### src/rtl/seq_add_pkg.sv
// Shared types and helpers for the chunked sequential adder.
// Holds the FSM state encoding and chunk-count arithmetic.
package seq_add_pkg;

    typedef enum logic [1:0] {
        S_IDLE = 2'd0,
        S_RUN  = 2'd1,
        S_DONE = 2'd2
    } state_e;

    function automatic int num_chunks(input int width, input int chunk_w);
        return width / chunk_w;
    endfunction

    function automatic int idx_width(input int n);
        return (n > 1) ? $clog2(n) : 1;
    endfunction

endpackage

### src/rtl/seq_add_ctrl_add_chunk.sv
// Combinational W-bit ripple adder slice built from full-adder cells.
// One instance is time-shared across every chunk of the operands.
module add_chunk #(
    parameter int W = 25
) (
    input  logic [W-1:0] a,
    input  logic [W-1:0] b,
    input  logic         cin,
    output logic [W-1:0] sum,
    output logic         cout
);

    always_comb begin
        logic c;
        sum = '0;
        c   = cin;
        for (int i = 0; i < W; i++) begin
            sum[i] = a[i] ^ b[i] ^ c;
            c      = (a[i] & b[i]) | (c & (a[i] ^ b[i]));
        end
        cout = c;
    end

endmodule

### src/rtl/seq_add_ctrl.sv
// Multi-cycle WIDTH-bit adder: one CHUNK_W slice per clock, valid/ready on both sides.
// Define SEQ_ADD_OVF_EN to add the registered signed-overflow output ovf.
module seq_add_ctrl
    import seq_add_pkg::*;
#(
    parameter int WIDTH   = 100,
    parameter int CHUNK_W = 25
) (
    input  logic             clk,
    input  logic             rst_n,
    input  logic             in_valid,
    output logic             in_ready,
    input  logic [WIDTH-1:0] a,
    input  logic [WIDTH-1:0] b,
    input  logic             cin,
    input  logic             flush,
    output logic             out_valid,
    input  logic             out_ready,
    output logic [WIDTH-1:0] sum,
    output logic             cout,
    output logic             busy
`ifdef SEQ_ADD_OVF_EN
    ,
    output logic             ovf
`endif
);

    localparam int NC = num_chunks(WIDTH, CHUNK_W);
    localparam int KW = idx_width(NC);

    if ((CHUNK_W <= 0) || (WIDTH % CHUNK_W != 0)) begin : g_bad_cfg
        $error("seq_add_ctrl: WIDTH must be a multiple of CHUNK_W");
    end

    state_e           state;
    logic [KW-1:0]    k_q;
    logic [WIDTH-1:0] a_q;
    logic [WIDTH-1:0] b_q;
    logic             carry_q;

    logic [CHUNK_W-1:0] a_c;
    logic [CHUNK_W-1:0] b_c;
    logic [CHUNK_W-1:0] s_c;
    logic               co_c;

    assign a_c = a_q[int'(k_q)*CHUNK_W +: CHUNK_W];
    assign b_c = b_q[int'(k_q)*CHUNK_W +: CHUNK_W];

    add_chunk #(
        .W(CHUNK_W)
    ) u_add (
        .a   (a_c),
        .b   (b_c),
        .cin (carry_q),
        .sum (s_c),
        .cout(co_c)
    );

    always_ff @(posedge clk or negedge rst_n) begin
        if (!rst_n) begin
            state     <= S_IDLE;
            k_q       <= '0;
            a_q       <= '0;
            b_q       <= '0;
            carry_q   <= 1'b0;
            sum       <= '0;
            cout      <= 1'b0;
            in_ready  <= 1'b1;
            out_valid <= 1'b0;
            busy      <= 1'b0;
`ifdef SEQ_ADD_OVF_EN
            ovf       <= 1'b0;
`endif
        end else if (flush) begin
            // Abort wins over accept/complete; result regs keep old contents.
            state     <= S_IDLE;
            k_q       <= '0;
            in_ready  <= 1'b1;
            out_valid <= 1'b0;
            busy      <= 1'b0;
        end else begin
            unique case (state)
                S_IDLE: begin
                    if (in_valid && in_ready) begin
                        a_q      <= a;
                        b_q      <= b;
                        carry_q  <= cin;
                        k_q      <= '0;
                        state    <= S_RUN;
                        in_ready <= 1'b0;
                        busy     <= 1'b1;
                    end
                end
                S_RUN: begin
                    sum[int'(k_q)*CHUNK_W +: CHUNK_W] <= s_c;
                    carry_q <= co_c;
                    if (k_q == KW'(NC - 1)) begin
                        cout      <= co_c;
`ifdef SEQ_ADD_OVF_EN
                        // Carry into the MSB is recovered from the MSB sum bit.
                        ovf <= co_c ^ (a_c[CHUNK_W-1] ^ b_c[CHUNK_W-1]
                                       ^ s_c[CHUNK_W-1]);
`endif
                        k_q       <= '0;
                        state     <= S_DONE;
                        busy      <= 1'b0;
                        out_valid <= 1'b1;
                    end else begin
                        k_q <= k_q + 1'b1;
                    end
                end
                S_DONE: begin
                    if (out_ready) begin
                        state     <= S_IDLE;
                        out_valid <= 1'b0;
                        in_ready  <= 1'b1;
                    end
                end
                default: begin
                    state     <= S_IDLE;
                    k_q       <= '0;
                    in_ready  <= 1'b1;
                    out_valid <= 1'b0;
                    busy      <= 1'b0;
                end
            endcase
        end
    end

endmodule

### config.mk
export PLATFORM = sky130hd
export DESIGN_NAME = seq_add_ctrl
export DESIGN_NICKNAME = d
export VERILOG_FILES = /design/src/rtl/seq_add_pkg.sv /design/src/rtl/seq_add_ctrl_add_chunk.sv /design/src/rtl/seq_add_ctrl.sv
export SDC_FILE = /design/constraint.sdc
export NUM_CORES = 1
export LEC_CHECK = 0
export ABC_CLOCK_PERIOD_IN_PS = 31800
export BUFFER_PORTS_ARGS = -buffer_cell sky130_fd_sc_hd__buf_4
export CAP_MARGIN = 20
export CORE_AREA = 2 2 225 227
export CTS_CLUSTER_SIZE = 28
export DETAILED_ROUTE_END_ITERATION = 8
export DIE_AREA = 0 0 227 229
export GPL_TIMING_DRIVEN = 0
export PLACE_DENSITY_LB_ADDON = 0.3
export SYNTH_ARGS = -nofsm -noshare
export SYNTH_HDL_FRONTEND = slang
export SYNTH_SLANG_ARGS = --single-unit
### constraint.sdc
create_clock -name clk -period 31.8 [get_ports clk]
set_input_delay 3.18 -clock clk [delete_from_list [all_inputs] [get_ports clk]]
set_output_delay 3.18 -clock clk [all_outputs]
set_load 0.02 [all_outputs]
* Word level (Yosys, flattened, before mapping) *
Index checks and enable logic that the tools add are counted.
Widths: inputs -> output; s select.

cells by class
  add/subtract/negate cells = 2
  multiply operators = 1
  divide/modulo/power cells = 0
  $lt $le $gt $ge = 0
  equal/unequal tests = 10
  shift operators = 4
  muxes and demuxes = 24
  bitwise operators = 126
  reduce and logical (&&, ||, !) cells = 12

operators by type and width
  kind                       count
  $shiftx 100x32->25         2
  $bwmux 100                 1
  $shift 25x33->100 const A  1
  $shiftx 25x33->100         1
  $and 1x1->1                50
  $xor 1x1->1                50
  $neg 7->33                 1
  $or 1x1->1                 25
  $reduce_and 3->1           7
  $mux 2                     7
  $pmux 2 s3                 2
  $mux 1                     10
  $ne 3x3->1 const B         3
  $pmux 1 s3                 3
  $ne 2x2->1 const B         4
  $mul 2x5->7 const B        1
  $eq 2x2->1 const B         2
  $reduce_and 2->1           2
  $add 2x1->2 const B        1
  $eq 2x1->1 const B         1
  $logic_not 2->1            1
  $pmux 1 s2                 1
  $reduce_bool 2->1          1
  $logic_and 1x1->1          1
  $not 1->1                  1

word-level totals
  bits in registers = 309
  latch bits = 0
  bits in writable memories = 0
  memory bits (read-only) = 0
  input bits = 206
  output and inout port bits = 104
  logic and storage cells = 189
  memories = 0

* Longest topological paths before layout *
  word-level depth = 54
  gate-level depth with buffers = 35
  mapped depth without buffers = 32

* Modules after synthesis *
Synthesis repeated with hierarchy kept, for this count alone.

second synthesis, totals
  cell total of the unflattened synthesis = 960
  area, all modules = 13583.0 µm²

modules (own cells, without submodules)
  module        times used  cells an instance  area each (µm²)  sequential area each (µm²)
  seq_add_ctrl  1           925                13045.0          7733.7
  add_chunk     1           35                 538.0            0.0

* Worst setup path before layout *
No wires, ideal clock.

  path type = reg2reg
  from = register k_q[0]
  to = register sum[24]
  library setup time = 135 ps
  arrival time = 11779 ps
  required time = 31665 ps
  path slack = 19886 ps
  cell stages (with the launch flop) = 36
  path buffers = 3
  clock period less this slack = 11914 ps
  cell sequence = dfrtp_1 buf_2 buf_6 buf_4 mux4_2 fa_1 fa_1 inv_1 fa_1 fa_1 fa_1 fa_1 fa_1 fa_1 fa_1 fa_1 fa_1 fa_1 fa_1 fa_1 fa_1 fa_1 fa_1 fa_1 fa_1 fa_1 fa_1 fa_1 inv_1 fa_1 inv_1 fa_1 inv_1 fa_1 nand2_1 o21ai_0

between the ends
  longest elaborated chain between the ends = 54
  elaborated cells between the ends (all ways) = 129
  those cells by class = add/sub: 1; mul: 1; shift: 4; mux: 1; bitwise: 122

ends and longest elaborated chain
  what                                   line                                                        text
  start, declared                        seq_add_ctrl.sv:36                                          logic [KW-1:0] k_q;
  start signal, assigned                 seq_add_ctrl.sv:109                                         k_q <= k_q + 1'b1;
  $mul 2x5->7 (*)                        seq_add_ctrl.sv:46, seq_add_ctrl.sv:47, seq_add_ctrl.sv:95
  $shiftx 100x32->25 (on tied branches)  seq_add_ctrl.sv:46, seq_add_ctrl.sv:47
  $xor 1x1->1                            seq_add_ctrl_add_chunk.sv:18, seq_add_ctrl_add_chunk.sv:19
  $and 1x1->1                            seq_add_ctrl_add_chunk.sv:19                                c = (a[i] & b[i]) | (c & (a[i] ^ b[i]));
  $or 1x1->1                             seq_add_ctrl_add_chunk.sv:19
  $and 1x1->1                            seq_add_ctrl_add_chunk.sv:19
  $or 1x1->1                             seq_add_ctrl_add_chunk.sv:19
  $and 1x1->1                            seq_add_ctrl_add_chunk.sv:19
  [... 38 more ...]                      --
  $or 1x1->1                             seq_add_ctrl_add_chunk.sv:19
  $and 1x1->1                            seq_add_ctrl_add_chunk.sv:19
  $or 1x1->1                             seq_add_ctrl_add_chunk.sv:19
  $and 1x1->1                            seq_add_ctrl_add_chunk.sv:19
  $or 1x1->1                             seq_add_ctrl_add_chunk.sv:19
  $xor 1x1->1                            seq_add_ctrl_add_chunk.sv:18                                sum[i] = a[i] ^ b[i] ^ c;
  $shiftx 25x33->100                     seq_add_ctrl.sv:95                                          sum[int'(k_q)*CHUNK_W +: CHUNK_W] <= s_c;
  $bwmux 100 (*)                         seq_add_ctrl.sv:95
  end signal, assigned                   seq_add_ctrl.sv:66                                          sum <= '0;
  end signal, assigned by index          seq_add_ctrl.sv:95
  end, declared                          seq_add_ctrl.sv:19                                          output logic [WIDTH-1:0] sum,

Mark *: on every way between the ends. The rest lies on a longest branch, timed or not.
A chain may end at the register's enable or synchronous reset.

* Worst setup path after layout *
  from = register k_q[1]
  to = register sum[99]

Same word-level chain as after synthesis.

==> summary.md <==
| Metric | Value |
|---|---|
| Status | completed |
| CTS tree | built |
| Width of the die | between 200 and 250 µm |
| Tcrit/Tclk final | between 40% and 50% |
| Maxcap violations | 0 |
| CTS Hold Bufs | 0 |
| Share of layout cells above drive strength 1 | about half |
| Hold_sp | sum[20] |
| Power Total | 1.40 mW |
| Filler Cell Count | approximately 4.8k |
| PD cells | 72.4 nW/µm² |
| Synth unique cells | 37 |
| RR Startpoint | k_q[1] |
| Worst Path Required | 32.22 ns |
| Rel. slew slack | a little over a quarter |
| Mapped Cells | 970 |
| Power share of the clock group | 32.4% |
| Placement Rows | 82 |
| Post-synth ARST share | 100% |
| Nets | approximately 1.6k |
| DRT Pass-1 Iters | 5 |
| Routed WL | approximately 46,000 µm |
| Post-CTS sizing | 0 |
| WL/cell | around 22 µm |
| Synth Cell Area | between 10,000 and 15,000 µm² |
| Combinational Power Share | roughly 30% |
| Hold WC Path Type | flop to flop |
| Highest fanout seen on the critical path | 10 |
| Clock root cell | clkbuf_16 |
| Reg2Reg Setup Slack | 18.42 ns |
| Worst VDD drop | around 0.036 mV |
| Hold Path End | sum[20] |
| Total track usage | between 15 and 20% |
| Post-DP HPWL | 34,100 µm |
| Clock Pin Slew Worst Setup and Hold Paths | 0.06 ns |
| Hold Fails Final Rpt | 0 |
| Commonest non-fill, non-tap cell in the layout | buf_4 |
| Critical Path Slowest Stage Cell | clkbuf_1 |
| Total I/O pin count | 310 |
| Max-slew violations | 0 |
| Iteration-0 DRC count of the detailed router | 470 |
| RSZ-0062 raised after global routing | no |
| Sum Neg Setup Slack | 0 ns |
| Area grow syn2layout | 31.0% |
| Reg2reg end | sum[99] |
| Sw Pwr | 0.433 mW |
| RePlAce Congestion | around 0.81 |
| Worst Reg2Reg Path Length in Cells | 34 |
| Die Ht | 229 µm |
| First-pass GRT wire length | about 67,000 µm |
| Number of synthesized register bits | 309 |
| Final setup skew | between 0.02 and 0.03 ns |
| Critical path class | flop to flop |
| YS warnings | 0 |
| Initial Utilization | about 30% |
| Drc violations | 0 |
| Vias | 9,266 |
| Slowest cell delay on critical path | 0.68 ns |
| IO Port Bufs | 309 |
| Sw Ratio | 31.0% |
| Vias/cell | between 4 and 5 |
| Least-Margin Pin Slew | 1.09 ns |
| Internal power | 0.964 mW |
| Die area | 52,000 µm² |
| Worst setup path start | k_q[1] |
| Most frequent cells in the layout | buf_4, dfrtp_1, mux2_4 |
| Clock latency on the worst-skew pair | about 0.55 ns |
| CP Capture Type | flop |
| Core area | about 50,000 µm² |
| Syn nets | 1,207 |
| Worst slack, placed | 18.23 ns |
| Leakage Power | roughly 9 nW |
| WP data arrival | 13.80 ns |
| Post-route ant nets | 0 |
| Initial antenna violation count | 4 |
| Clock sink total | 309 |
| Seq/Total Area, Yosys | between 50% and 60% |
| WHS Path Cells | 2 |
| Pin count of the biggest net entering global routing | 115 |
| CP most frequent cell | fa_1 |
| Ys flop type | dfrtp_1 |
| Number of global-route vias before repair | between 9k and 10k |
| Avg Inst Size Synth | around 15 µm² |
| Postcts setup bufs | 0 |
| Total grt overflow | 0 |
| Maximum operating frequency | between 70 and 80 MHz |
| Clock Tree Buf Depth | 3 |
| Worst setup SP type | flop |
| Seq pwr share | 37.1% |
| Num CTS Buffers | 38 |
| Final Critical Period | approximately 13 ns |
| Post-synth EDFFs | 0 |
| H-tree levels | 2 |
| Final setup viols | 0 |
| Post-route setup slack | approximately 18 ns |
logic make-up after synthesis:
logic type               after synthesis  share of synthesized area (%)
AND/OR/NAND/NOR                      144                           4.32
AO/OA/AOI/OAI                        110                           5.30
multiplexers                         254                           28.3
adder cells (fa/ha/maj)               31                           3.90
buffers and inverters                122                           5.74
flip-flops                           309                           52.4
cell type report:
type                            count  area [µm²]  area share (%)
Clock inverter                     10         140           0.725
Buffer                             71         656            3.39
Sequential cell                   309        7730            40.0
Multi-Input combinational cell    539        6170            31.9
Antenna cell                        1        2.50          0.0130
Inverter                           51         191           0.991
Timing Repair Buffer              314        2430            12.6
Tap cell                          672         841            4.35
Clock buffer                       58        1160            5.99
power by group through the flow:
stage	Sequential [mW]	Clock (mW)	Combinational, mW
2_1_floorplan	0.525	0	0.251
3_3_place_gp	0.522	0	0.430
3_5_place_dp	0.525	0	0.435
4_1_cts	0.519	0.465	0.437
5_1_grt	0.529	0.481	0.462
6_report	0.519	0.452	0.426
through the flow:
stage / hold slack, ns / util [%] / instance area, µm² / instances
6_report: 0.479 / 38.9 / 19300 / 2025
5_1_grt: 0.504 / 38.9 / 19300 / 2024
4_1_cts: 0.480 / 38.9 / 19300 / 2024
3_5_place_dp: 0.467 / 36.3 / 18000 / 1956
3_3_place_gp: 0.467 / 36.1 / 17900 / 1951
2_1_floorplan: 0.476 / - / 14700 / 970
state kept, by name (all words and copies together), names as in the netlist:
name,flops
b_q,100
state,2
sum,100
cout,1
k_q,2
a_q,100
in_ready,1
out_valid,1
carry_q,1
busy,1
synth_stat cells (3+ instances only):
library cell,instances,share of area (%)
dfrtp_1,308,52
mux2_4,200,20
nand2_1,117,3.0
o31ai_1,84,4.3
inv_1,51,1.3
mux4_2,50,7.6
clkbuf_1,38,0.97
fa_1,25,3.4
buf_12,22,3.0
o21ai_0,17,0.58
ha_1,6,0.51
nor2_1,6,0.15
buf_2,4,0.14
mux2_2,4,0.31
nand4bb_1,4,0.31
nor3b_1,4,0.20
buf_4,3,0.15
critical path: cells and delay by family, from the launching register on:
family	cells	cell delay, ns
mux	1	0.43
simple gates	1	0.12
compound gates	1	0.07
fa+ha+maj	25	10.75
flops	1	0.41
buf+inv	6	1.45
how the worst max path moves through the flow:
stage	cells after the start	slack, ns	endpoint
5_1_grt	34	17.84	sum[99]
4_1_cts	34	18.21	sum[99]
6_report	34	18.42	sum[99]
3_5_place_dp	34	18.23	sum[99]
2_1_floorplan	35	19.89	sum[24]
3_3_place_gp	34	18.24	sum[99]
routing by layer:
metal / track usage, % / wire length, µm / vias up
met1: 24.2 / 20700 / 4771
met2: 28.2 / 21200 / 260
met5: 0 / 36 / -
met4: 3.92 / 839 / 6
li1: - / - / 4162
met3: 4.50 / 2760 / 67
Power figures use the tool's default switching activity.
